--- config.mk ---
export PLATFORM = sky130hd
export DESIGN_NAME = sar_conv_seq
export DESIGN_NICKNAME = d
export VERILOG_FILES = /design/src/rtl/sar_conv_seq.sv
export SDC_FILE = /design/constraint.sdc
export NUM_CORES = 1
export LEC_CHECK = 0
export CAP_MARGIN = 20
export CORE_MARGIN = 2
export CORE_UTILIZATION = 40
export CTS_CLUSTER_SIZE = 25
export DETAILED_ROUTE_END_ITERATION = 16
export PLACE_DENSITY = 0.68
export SYNTH_ARGS = -nofsm -noshare
export SYNTH_HDL_FRONTEND = slang
export SYNTH_SLANG_ARGS = --single-unit
--- constraint.sdc ---
create_clock -name clk -period 2.1 [get_ports clk]
set_clock_uncertainty 0.15 [all_clocks]
set_input_delay 0.315 -clock clk [delete_from_list [all_inputs] [get_ports clk]]
set_output_delay 0.315 -clock clk [all_outputs]
set_load 0.01 [all_outputs]
--- src/rtl/sar_conv_seq.sv ---
// Sequencer for an external SAR ADC: drives sample/start, collects
// 2^avg_log2 conversions, and presents the averaged result on a valid/ready port.
module sar_conv_seq #(
    parameter int DW          = 12,
    parameter int TIMEOUT_CYC = 64
) (
    input  logic          clk,
    input  logic          reset,
    input  logic          en,
    input  logic          trig,
    input  logic [3:0]    sample_cycles,
    input  logic [1:0]    avg_log2,
    output logic          sar_sample,
    output logic          sar_start,
    input  logic [DW-1:0] sar_data,
    input  logic          sar_done,
    output logic [DW-1:0] res_data,
    output logic          res_valid,
    input  logic          res_ready,
    output logic          busy,
    output logic          overrun,
    output logic          timeout_err,
    input  logic          clr_err
);

    localparam int TW = $clog2(TIMEOUT_CYC + 1);

    typedef enum logic [2:0] {
        IDLE,
        SAMPLE,
        START,
        CONVERT,
        OUTPUT
    } state_t;

    state_t        r_state;
    state_t        w_next;
    logic [3:0]    r_sampleLen;
    logic [3:0]    r_sampleCnt;
    logic [3:0]    r_convCnt;
    logic [1:0]    r_avgLog2;
    logic [DW+2:0] r_acc;
    logic [TW-1:0] r_toCnt;

    logic          w_sampleEnd;
    logic          w_convDone;
    logic          w_timeout;
    logic          w_load;
    logic          w_xfer;
    logic [3:0]    w_convNext;
    logic [3:0]    w_batchLen;

    always_comb begin
        w_batchLen  = 4'd1 << r_avgLog2;
        w_convNext  = r_convCnt + 4'd1;
        w_sampleEnd = (r_sampleCnt == r_sampleLen - 4'd1);
        w_convDone  = (r_state == CONVERT) && sar_done;
        w_timeout   = (r_state == CONVERT) && !sar_done &&
                      (r_toCnt == TW'(TIMEOUT_CYC - 1));
        w_load      = (r_state == OUTPUT);
        w_xfer      = res_valid && res_ready;
        sar_sample  = (r_state == SAMPLE);
        sar_start   = (r_state == START);
        busy        = (r_state != IDLE);
        w_next      = r_state;
        case (r_state)
            IDLE:    if (en || trig) w_next = SAMPLE;
            SAMPLE:  if (w_sampleEnd) w_next = START;
            START:   w_next = CONVERT;
            CONVERT: begin
                if (w_convDone)
                    w_next = (w_convNext == w_batchLen) ? OUTPUT : SAMPLE;
                else if (w_timeout)
                    w_next = IDLE;
            end
            OUTPUT:  w_next = IDLE;
            default: w_next = IDLE;
        endcase
    end

    always_ff @(posedge clk) begin
        if (reset) r_state <= IDLE;
        else       r_state <= w_next;
    end

    // Batch configuration is captured every IDLE cycle, so the value present
    // on the launching edge is what the whole batch uses.
    always_ff @(posedge clk) begin
        if (reset) begin
            r_sampleLen <= 4'd1;
            r_sampleCnt <= '0;
            r_convCnt   <= '0;
            r_avgLog2   <= '0;
            r_acc       <= '0;
            r_toCnt     <= '0;
        end else begin
            r_toCnt <= '0;
            case (r_state)
                IDLE: begin
                    r_sampleLen <= (sample_cycles == 4'd0) ? 4'd1 : sample_cycles;
                    r_avgLog2   <= avg_log2;
                    r_acc       <= '0;
                    r_convCnt   <= '0;
                    r_sampleCnt <= '0;
                end
                SAMPLE: r_sampleCnt <= r_sampleCnt + 4'd1;
                CONVERT: begin
                    r_sampleCnt <= '0;
                    if (sar_done) begin
                        r_acc     <= r_acc + {3'b000, sar_data};
                        r_convCnt <= w_convNext;
                    end else begin
                        r_toCnt <= r_toCnt + 1'b1;
                    end
                end
                default: ;
            endcase
        end
    end

    // A set event on a sticky flag wins over clr_err in the same cycle.
    always_ff @(posedge clk) begin
        if (reset) begin
            res_data    <= '0;
            res_valid   <= 1'b0;
            overrun     <= 1'b0;
            timeout_err <= 1'b0;
        end else begin
            if (w_load) begin
                res_data  <= DW'(r_acc >> r_avgLog2);
                res_valid <= 1'b1;
            end else if (w_xfer) begin
                res_valid <= 1'b0;
            end
            if (w_load && res_valid && !res_ready) overrun <= 1'b1;
            else if (clr_err)                       overrun <= 1'b0;
            if (w_timeout)    timeout_err <= 1'b1;
            else if (clr_err) timeout_err <= 1'b0;
        end
    end

endmodule

# Yosys cells after proc, flatten, opt, wreduce, memory -nomap -nowiden

Index checks and enable logic that the tools add are counted.

Bits in registers: 54
Input bits: 25
Output and inout bits: 18
Word-level logic and storage cells: 68

$add $sub $neg: 5
Eq/ne operators: 11
Shifts and indexed selects: 2
Multiplexer cells: 17
Bitwise gates (word level): 1
Reduce and logical (&&, ||, !) cells: 21

Operators with widths:

| operator                                             | count |
|---|---|
| one-hot mux 15 bit (2 select lines)                  | 1 |
| one-hot mux 4 bit (2 select lines)                   | 2 |
| adder 15 x 12 -> 15 bit                              | 1 |
| two-way mux 15 bit                                   | 1 |
| two-way mux 3 bit                                    | 5 |
| right shift 15 x 2 -> 12 bit                         | 1 |
| one-hot mux 3 bit (4 select lines)                   | 1 |
| nonzero test 2 bit                                   | 5 |
| adder 4 x 1 -> 4 bit (second input constant)         | 2 |
| equality test 4 bit                                  | 2 |
| two-way mux 4 bit                                    | 2 |
| adder 7 x 1 -> 7 bit (second input constant)         | 1 |
| equality test 7 x 6 -> 1 bit (second input constant) | 1 |
| equality test 3 x 2 -> 1 bit (second input constant) | 2 |
| logical AND 1 bit                                    | 6 |
| two-way mux 1 bit                                    | 5 |
| logical NOT 4 bit                                    | 1 |
| != test 2 bit (second input constant)                | 2 |
| left shift 1 x 2 -> 4 bit (first input constant)     | 1 |
| subtractor 4 x 1 -> 4 bit (second input constant)    | 1 |
| equality test 3 x 1 -> 1 bit (second input constant) | 1 |
| equality test 3 bit (second input constant)          | 1 |
| logical NOT 3 bit                                    | 1 |
| != test 3 bit (second input constant)                | 1 |
| 9 further kinds                                      | 10 |

# Longest topological paths before layout

Gate-level depths: netlist of run 1.

Word-level depth: 6
Gate-level depth with buffers: 7
Depth with buffers taken out: 7

# Least setup slack after synthesis of run 1

Ideal clock, no wire load.

Path type: input port to flip-flop
Start point: in sar_data[0]
End point: reg r_acc[10]
Library setup time: 0.117 ns
Data arrival time: 1.937 ns
Data required time: 1.833 ns
Path slack: -0.105 ns
Stages: 7
Buffers on the path: 0
Path through: ha_1 -> fa_1 -> a21o_1 -> nand4_1 -> a211oi_1 -> or3_1 -> a32o_1

Cells in the longest elaborated chain, start to end: 3

RTL lines:

| item                                | RTL line | source |
|---|---|---|
| from (decl)                         | 15       | `input logic [DW-1:0] sar_data,` |
| adder 15 x 12 -> 15 bit             | 110      | `r_acc <= r_acc + {3'b000, sar_data};` |
| two-way mux 15 bit                  | 109      | `if (sar_done) begin` |
| one-hot mux 15 bit (2 select lines) | 98       | `case (r_state)` |
| to (signal assigned)                | 110      |  |
| to (decl)                           | 42       | `logic [DW+2:0] r_acc;` |

No other way between the ends. The select of a mux whose other input is x is not followed.
A chain may end at the register's enable or synchronous reset.

# Worst setup path after layout of run 1

Start point: reg r_acc[0]
End point: reg r_acc[10]

Cells in the longest elaborated chain, start to end: 3

RTL lines:

| item                                | RTL line |
|---|---|
| adder 15 x 12 -> 15 bit             | 110 |
| two-way mux 15 bit                  | 109 |
| one-hot mux 15 bit (2 select lines) | 98 |

No other way between the ends. The select of a mux whose other input is x is not followed.

==> flow_metrics.env, run 1 <==
export IMPL_die_w_microns=92.3
export IMPL_route_final_wire_length_microns=7700
export IMPL_required_ns=2.17
export IMPL_ys_seq_area_share_pct=34.6
export IMPL_fin_area_sq_mm=0.00420
export IMPL_path_cells="ha_4 -> fa_2 -> a21o_1 -> nand4_1 -> a211oi_2 -> or3_1 -> a32o_1"
export IMPL_final_common_cell="buf_4"
export IMPL_start_util_pct=40.8
export IMPL_placedCellCount=520
export IMPL_antennaDiodeCount=0
export IMPL_drtAntennaViolNets=0
export IMPL_min_period_ns=2.15
export IMPL_rsz0062_at_grt="true"
export IMPL_synth_edf_count=0
export IMPL_cts_buffers_inserted=5
export IMPL_dpl_cell_area_sq_mm=0.00400
export IMPL_wire_per_inst_microns=14.5
export IMPL_core_region_area_sq_mm=0.00765
export IMPL_mostFrequentLayoutCells="53 x buf_4, 49 x dfxtp_1, 39 x nor2_1"
export IMPL_ir_worst_vdd_mv=0.298
export IMPL_dr_pass1_iters=4
export IMPL_finalSetupViolations=1
export IMPL_powerDensity_mw_per_mm2=579
export IMPL_gr_total_overflow=0
export IMPL_vias_per_cell=5.40
export IMPL_synthArstFlopShare_pct=0
export IMPL_place_ws_ns=-0.516
export IMPL_io_buffers=42
export IMPL_status="complete, but fails checks"
export IMPL_drt_initial_drc_count=106
export IMPL_cts_sinks=54
export IMPL_path_buf_inv=0
export IMPL_clkTransAtPathRegs_ns=0.12
export IMPL_timing_rr_start="r_acc[0]"
export IMPL_synth_area_leaders="dfxtp_1 35%, mux4_2 8.7%, ha_1 6.4%, mux2i_1 5.5%, a21oi_1 5.1%"
export IMPL_syn_area_sq_mm=0.00312
export IMPL_setup_ws_ns=-0.0476
export IMPL_cp_slowest_stage_delay_ns=0.38
export IMPL_violations="negative setup slack"
export IMPL_num_io_pins=43
export IMPL_synth_cell_types=52
export IMPL_max_clock_freq_mhz=466
export IMPL_path_max_fanout=3
export IMPL_vias=2873
export IMPL_p_leak_nw=1.75
export IMPL_clkLatencyLatePin_ns=0.33
export IMPL_holdCritStartpoint="r_toCnt[0]"
export IMPL_die_h_microns=92.3
export IMPL_grt_max_degree=22
export IMPL_yosys_register_bits=54
export IMPL_die_area_sq_mm=0.00852
export IMPL_critPathLaunch="r_acc[0]"
export IMPL_synth_ff_type="dfxtp_1"
export IMPL_cp_num_cells=7
export IMPL_yosys_warnings=0
export IMPL_dpl_hpwl_microns=5790
export IMPL_area_delta_synth_final_pct=34.6
export IMPL_syn_nets=384
export IMPL_gp_congestion=0.852
export IMPL_drive_above_1_share_pct=23.7
export IMPL_h_tree_depth=2
export IMPL_fill_cells=694
export IMPL_grt_pass1_vias=2681
export IMPL_worst_endpoint_arrival_ns=2.22
export IMPL_crit_path_end_kind="register"
export IMPL_yosys_area_top_type="dfxtp_1"
export IMPL_clockRootBuffer="clkbuf_8"
export IMPL_clockBufferDepth=2
export IMPL_antenna_found_initial=0
export IMPL_drc=0
export IMPL_worst_slew_pin_slew_ns=0.448
export IMPL_maxSlewHeadroom_pct=70.1
export IMPL_synth_top_area_share_pct=34.6
export IMPL_fin_nets=471
export IMPL_worstHoldPathType="reg2reg"
export IMPL_drv_cap=0
export IMPL_fin_crit_sh_pct=102
export IMPL_grt_pass1_wl_microns=12600
export IMPL_cts_tree="built"
export IMPL_hold_viol_final=0
export IMPL_syn_area_per_cell_sq_um=9.12
export IMPL_row_count=32
export IMPL_cp_top_family="adder cells"
export IMPL_reg2regPathDepth=7
export IMPL_finalNonFillerCells=532
export IMPL_cts_hold_buf=0
export IMPL_track_usage_pct=18.4
export IMPL_cpMaxStageDelayCell="fa_2"
export IMPL_crit_type="reg2reg"
export IMPL_total_power_mw=2.43
export IMPL_synthesis_instances=342
export IMPL_slew_viol_final=0
export IMPL_crit_path_start_kind="register"
export IMPL_min_path_cells=1
## area by class of cell
type                       instances  area, sq um  share of cell area [%]
multi-input combinational        266         2040                    48.7
sequential                        54         1090                    25.9
timing repair buffer              95          821                    19.5
tap                              102          128                    3.04
clock buffer                       5         68.8                    1.64
clock inverter                     3         26.3                   0.625
inverter                           7         26.3                   0.625
## kinds of logic after synthesis
family                   synth area share [%]
AND/OR/NAND/NOR                          19.3
AO/OA/AOI/OAI                            17.1
flip-flops                               34.6
multiplexers                             14.5
buffers and inverters                    2.77
adder cells (fa/ha/maj)                  7.06
XOR/XNOR                                 4.65
## synth_stat cells (3+ instances only)
library cell,n
nor3_1,11
ha_1,16
o21bai_1,3
a21o_1,9
clkbuf_1,12
a211oi_1,5
or3_1,7
mux4_2,12
a22o_1,3
and2_1,3
nand2_1,29
mux2i_1,17
xnor2_1,8
o21ai_0,7
nor2_1,40
inv_1,7
nand3_1,14
nand2b_1,5
dfxtp_1,54
xor2_1,4
buf_2,3
a21oi_1,32
## per-layer routing
layer / GRT usage [%] / vias to the layer above / share of wire [%]
met2: 30.4 / 46 / 47
met1: 25.2 / 1391 / 48
li1: - / 1426 / -
met4: 5.72 / 0 / 1.4
met5: 0 / - / 0
met3: 2.28 / 10 / 2.9
## repair_timing
item,in CTS,in global routing
hold endpoints to repair,0,0
pin swaps,0,8
endpoints found under the setup margin,6,9
buffers inserted,1,3
gates resized for setup,6,16
## registers in the layout, summed over array words and instances, names as in the netlist
register     cells
overrun          1
r_toCnt          7
r_sampleCnt      4
res_data        12
r_state          3
timeout_err      1
res_valid        1
r_sampleLen      4
r_convCnt        4
r_acc           15
r_avgLog2        2
## worst register-to-register path: stages, from the launching register on
cell and delay, ns:
dfxtp_2 0.35, ha_4 0.17, fa_2 0.38, a21o_1 0.20
nand4_1 0.15, a211oi_2 0.10, or3_1 0.32, a32o_1 0.23
## per-stage QoR
step / utilization, % / hold slack [ns] / setup TNS, ns
after floorplan: - / 0.268 / 0
after global placement: 52.3 / 0.279 / -3.35
after detailed placement: 52.3 / 0.296 / -3.81
after CTS: 53.8 / 0.313 / -0.0148
after global routing: 54.9 / 0.326 / -0.242
final: 54.9 / 0.310 / -0.0476
## path summary, 6_finish.rpt
| check | end | slack [ns] |
|---|---|---|
| worst max-delay path | r_acc[10] | -0.05 |
| worst min-delay path | r_toCnt[0] | 0.31 |
| worst max register to register | r_acc[10] | -0.05 |
| worst min register to register | r_toCnt[0] | 0.31 |
## report_power, final
group | switching, mW | total (mW) | internal (mW) | leakage (nW)
clock network | 0.394 | 0.640 | 0.247 | 0.0491
registers | 0.0463 | 1.11 | 1.07 | 0.439
logic | 0.354 | 0.681 | 0.327 | 1.26
total | 0.794 | 2.43 | 1.64 | 1.75
(Power assumes the default switching activity.)
==> run 2, diff against run 1 <==
CAP_MARGIN = 10   (was 20)
CORE_UTILIZATION = 50   (was 40)
PLACE_DENSITY = 0.81   (was 0.68)
==> run 2 against run 1 <==
Compared with the run above:
- the flow now finishes without violations
- register-to-register slack improved by 0.08 ns
- via count grew 1.6%
- clock power is 17% higher
- die area down 19%
- routed wire length rose by 1.2%
- clock-buffer cell count is 1 higher
- final cell count is 5.5% lower
- first-iteration DRC count increased by 52%
==> flow_metrics.env, run 2 (same netlist as run 1, synthesis figures left out) <==
export IMPL_vias=2920
export IMPL_track_usage_pct=22.4
export IMPL_setup_ws_ns=0.0358
export IMPL_clkTransAtPathRegs_ns=0.10
export IMPL_fill_cells=470
export IMPL_top_register="r_acc"
export IMPL_hold_viol_final=0
export IMPL_total_power_mw=2.55
export IMPL_die_w_microns=83
export IMPL_reg_top3="r_acc: 15 flops, res_data: 12 flops, r_toCnt: 7 flops"
export IMPL_finalNonFillerCells=503
export IMPL_drc=0
export IMPL_required_ns=2.16
export IMPL_drtAntennaViolNets=0
export IMPL_area_delta_synth_final_pct=33.3
export IMPL_fin_util_pct=69.4
export IMPL_cts_sinks=54
export IMPL_timing_rr_start="r_acc[0]"
export IMPL_antennaDiodeCount=0
export IMPL_powerDensity_mw_per_mm2=612
export IMPL_reg2regPathDepth=7
export IMPL_worst_endpoint_arrival_ns=2.12
export IMPL_dr_pass1_iters=4
export IMPL_status="completed"
export IMPL_r2r_slack_ns=0.04
export IMPL_core_region_area_sq_mm=0.00599
export IMPL_fin_area_sq_mm=0.00416
export IMPL_row_count=28
export IMPL_grt_max_degree=22
export IMPL_die_h_microns=83
export IMPL_worstHoldPathType="reg2reg"
export IMPL_crit_path_start_kind="register"
export IMPL_route_final_wire_length_microns=7790
export IMPL_crit_path_end_kind="register"
export IMPL_min_path_cells=2
export IMPL_min_period_ns=2.06
export IMPL_grt_pass1_wl_microns=12900
export IMPL_h_tree_depth=2
export IMPL_final_common_cell="buf_4"
export IMPL_placedCellCount=493
export IMPL_clockRootBuffer="clkbuf_8"
export IMPL_p_leak_nw=1.75
export IMPL_drv_cap=0
export IMPL_mostFrequentLayoutCells="51 x buf_4, 50 x dfxtp_1, 39 x nor2_1"
export IMPL_fin_nets=469
export IMPL_finalSetupViolations=0
export IMPL_path_max_fanout=3
export IMPL_fin_crit_sh_pct=98.3
export IMPL_clockBufferDepth=2
export IMPL_largest_reg_flops=15
export IMPL_wire_per_inst_microns=15.5
export IMPL_die_area_sq_mm=0.00689
export IMPL_start_util_pct=52.1
export IMPL_worst_slew_pin_slew_ns=0.420
export IMPL_cts_hold_buf=0
export IMPL_slew_viol_final=0
export IMPL_antenna_found_initial=0
export IMPL_vias_per_cell=5.81
export IMPL_rsz0062_at_grt="true"
export IMPL_cts_tree="built"
export IMPL_max_clock_freq_mhz=484
export IMPL_place_ws_ns=-0.466
export IMPL_gr_total_overflow=0
export IMPL_grt_pass1_vias=2782
export IMPL_dpl_cell_area_sq_mm=0.00396
export IMPL_dpl_hpwl_microns=5840
export IMPL_drive_above_1_share_pct=22.4
export IMPL_num_io_pins=43
export IMPL_maxSlewHeadroom_pct=71.9
export IMPL_io_buffers=42
export IMPL_cts_buffers_inserted=5
export IMPL_min_to="r_sampleLen[3]"
export IMPL_drt_initial_drc_count=161
export IMPL_gp_congestion=0.902
export IMPL_ir_worst_vdd_mv=0.331
export IMPL_rr_endpoint="r_acc[10]"
export IMPL_crit_type="reg2reg"
export IMPL_clkLatencyLatePin_ns=0.31
export IMPL_holdCritStartpoint="r_sampleLen[3]"
==> run 2: worst max-delay path by stage <==
stage | slack (ns) | cells past startpoint | startpoint | endpoint
after detailed placement | -0.47 | 8 | sar_data[0] | r_acc[14]
after global routing | -0.04 | 7 | r_acc[0] | r_acc[10]
final | 0.04 | 7 | r_acc[0] | r_acc[10]
after global placement | -0.44 | 8 | sar_data[0] | r_acc[10]
after CTS | 0.005 | 7 | sar_data[2] | r_acc[14]
after floorplan | 0.03 | 7 | r_acc[0] | r_acc[10]
==> run 2: through the flow <==
step                hold WS (ns)  setup TNS [ns]
floorplan                  0.268               0
global placement           0.280           -3.16
detailed placement         0.308           -3.58
CTS                        0.322               0
global route               0.350         -0.0449
finish                     0.324               0
==> run 2: repair_timing <==
action | CTS | global route
setup endpoints to repair | 6 | 9
gates resized for setup | 7 | 12
buffers inserted | 2 | 0
pin swaps | 3 | 7
cloned | 0 | 0
==> run 2: layout make-up <==
cell class	count	area [sq um]	area share, %
Timing Repair Buffer	93	805	19.3
Tap cell	75	93.8	2.26
Multi-Input combinational cell	266	2030	48.7
Clock buffer	6	82.6	1.99
Inverter	7	26.3	0.632
Sequential cell	54	1090	26.1
Clock inverter	2	38.8	0.933
==> run 2: power breakdown <==
part	switching [mW]	total (mW)	leakage, nW	internal [mW]
Sequential	0.0469	1.11	0.438	1.06
Clock	0.358	0.751	0.0618	0.393
Combinational	0.356	0.683	1.25	0.327
==> run 2: worst max-delay path: stages, from the launching register on <==
cell and delay [ns]:
dfxtp_2 0.36, ha_4 0.16, fa_2 0.33, a21o_1 0.18
nand4_1 0.15, a211oi_2 0.09, or3_1 0.31, a32o_1 0.24
==> run 2: layer usage <==
metal / track usage (%) / vias to the layer above / share of wire, % / wire length [microns]
li1: - / 1421 / - / -
met1: 29.2 / 1414 / 45 / 3480
met2: 38.0 / 73 / 49 / 3790
met3: 3.98 / 12 / 5.0 / 388
met4: 6.11 / 0 / 1.6 / 127
met5: 0 / - / 0 / 0
==> run 3, diff against run 2 <==
SLEW_MARGIN = 30   (was not set)
==> results of run 3 <==
The final DEF is identical to that of run 2; final timing and power are the same.
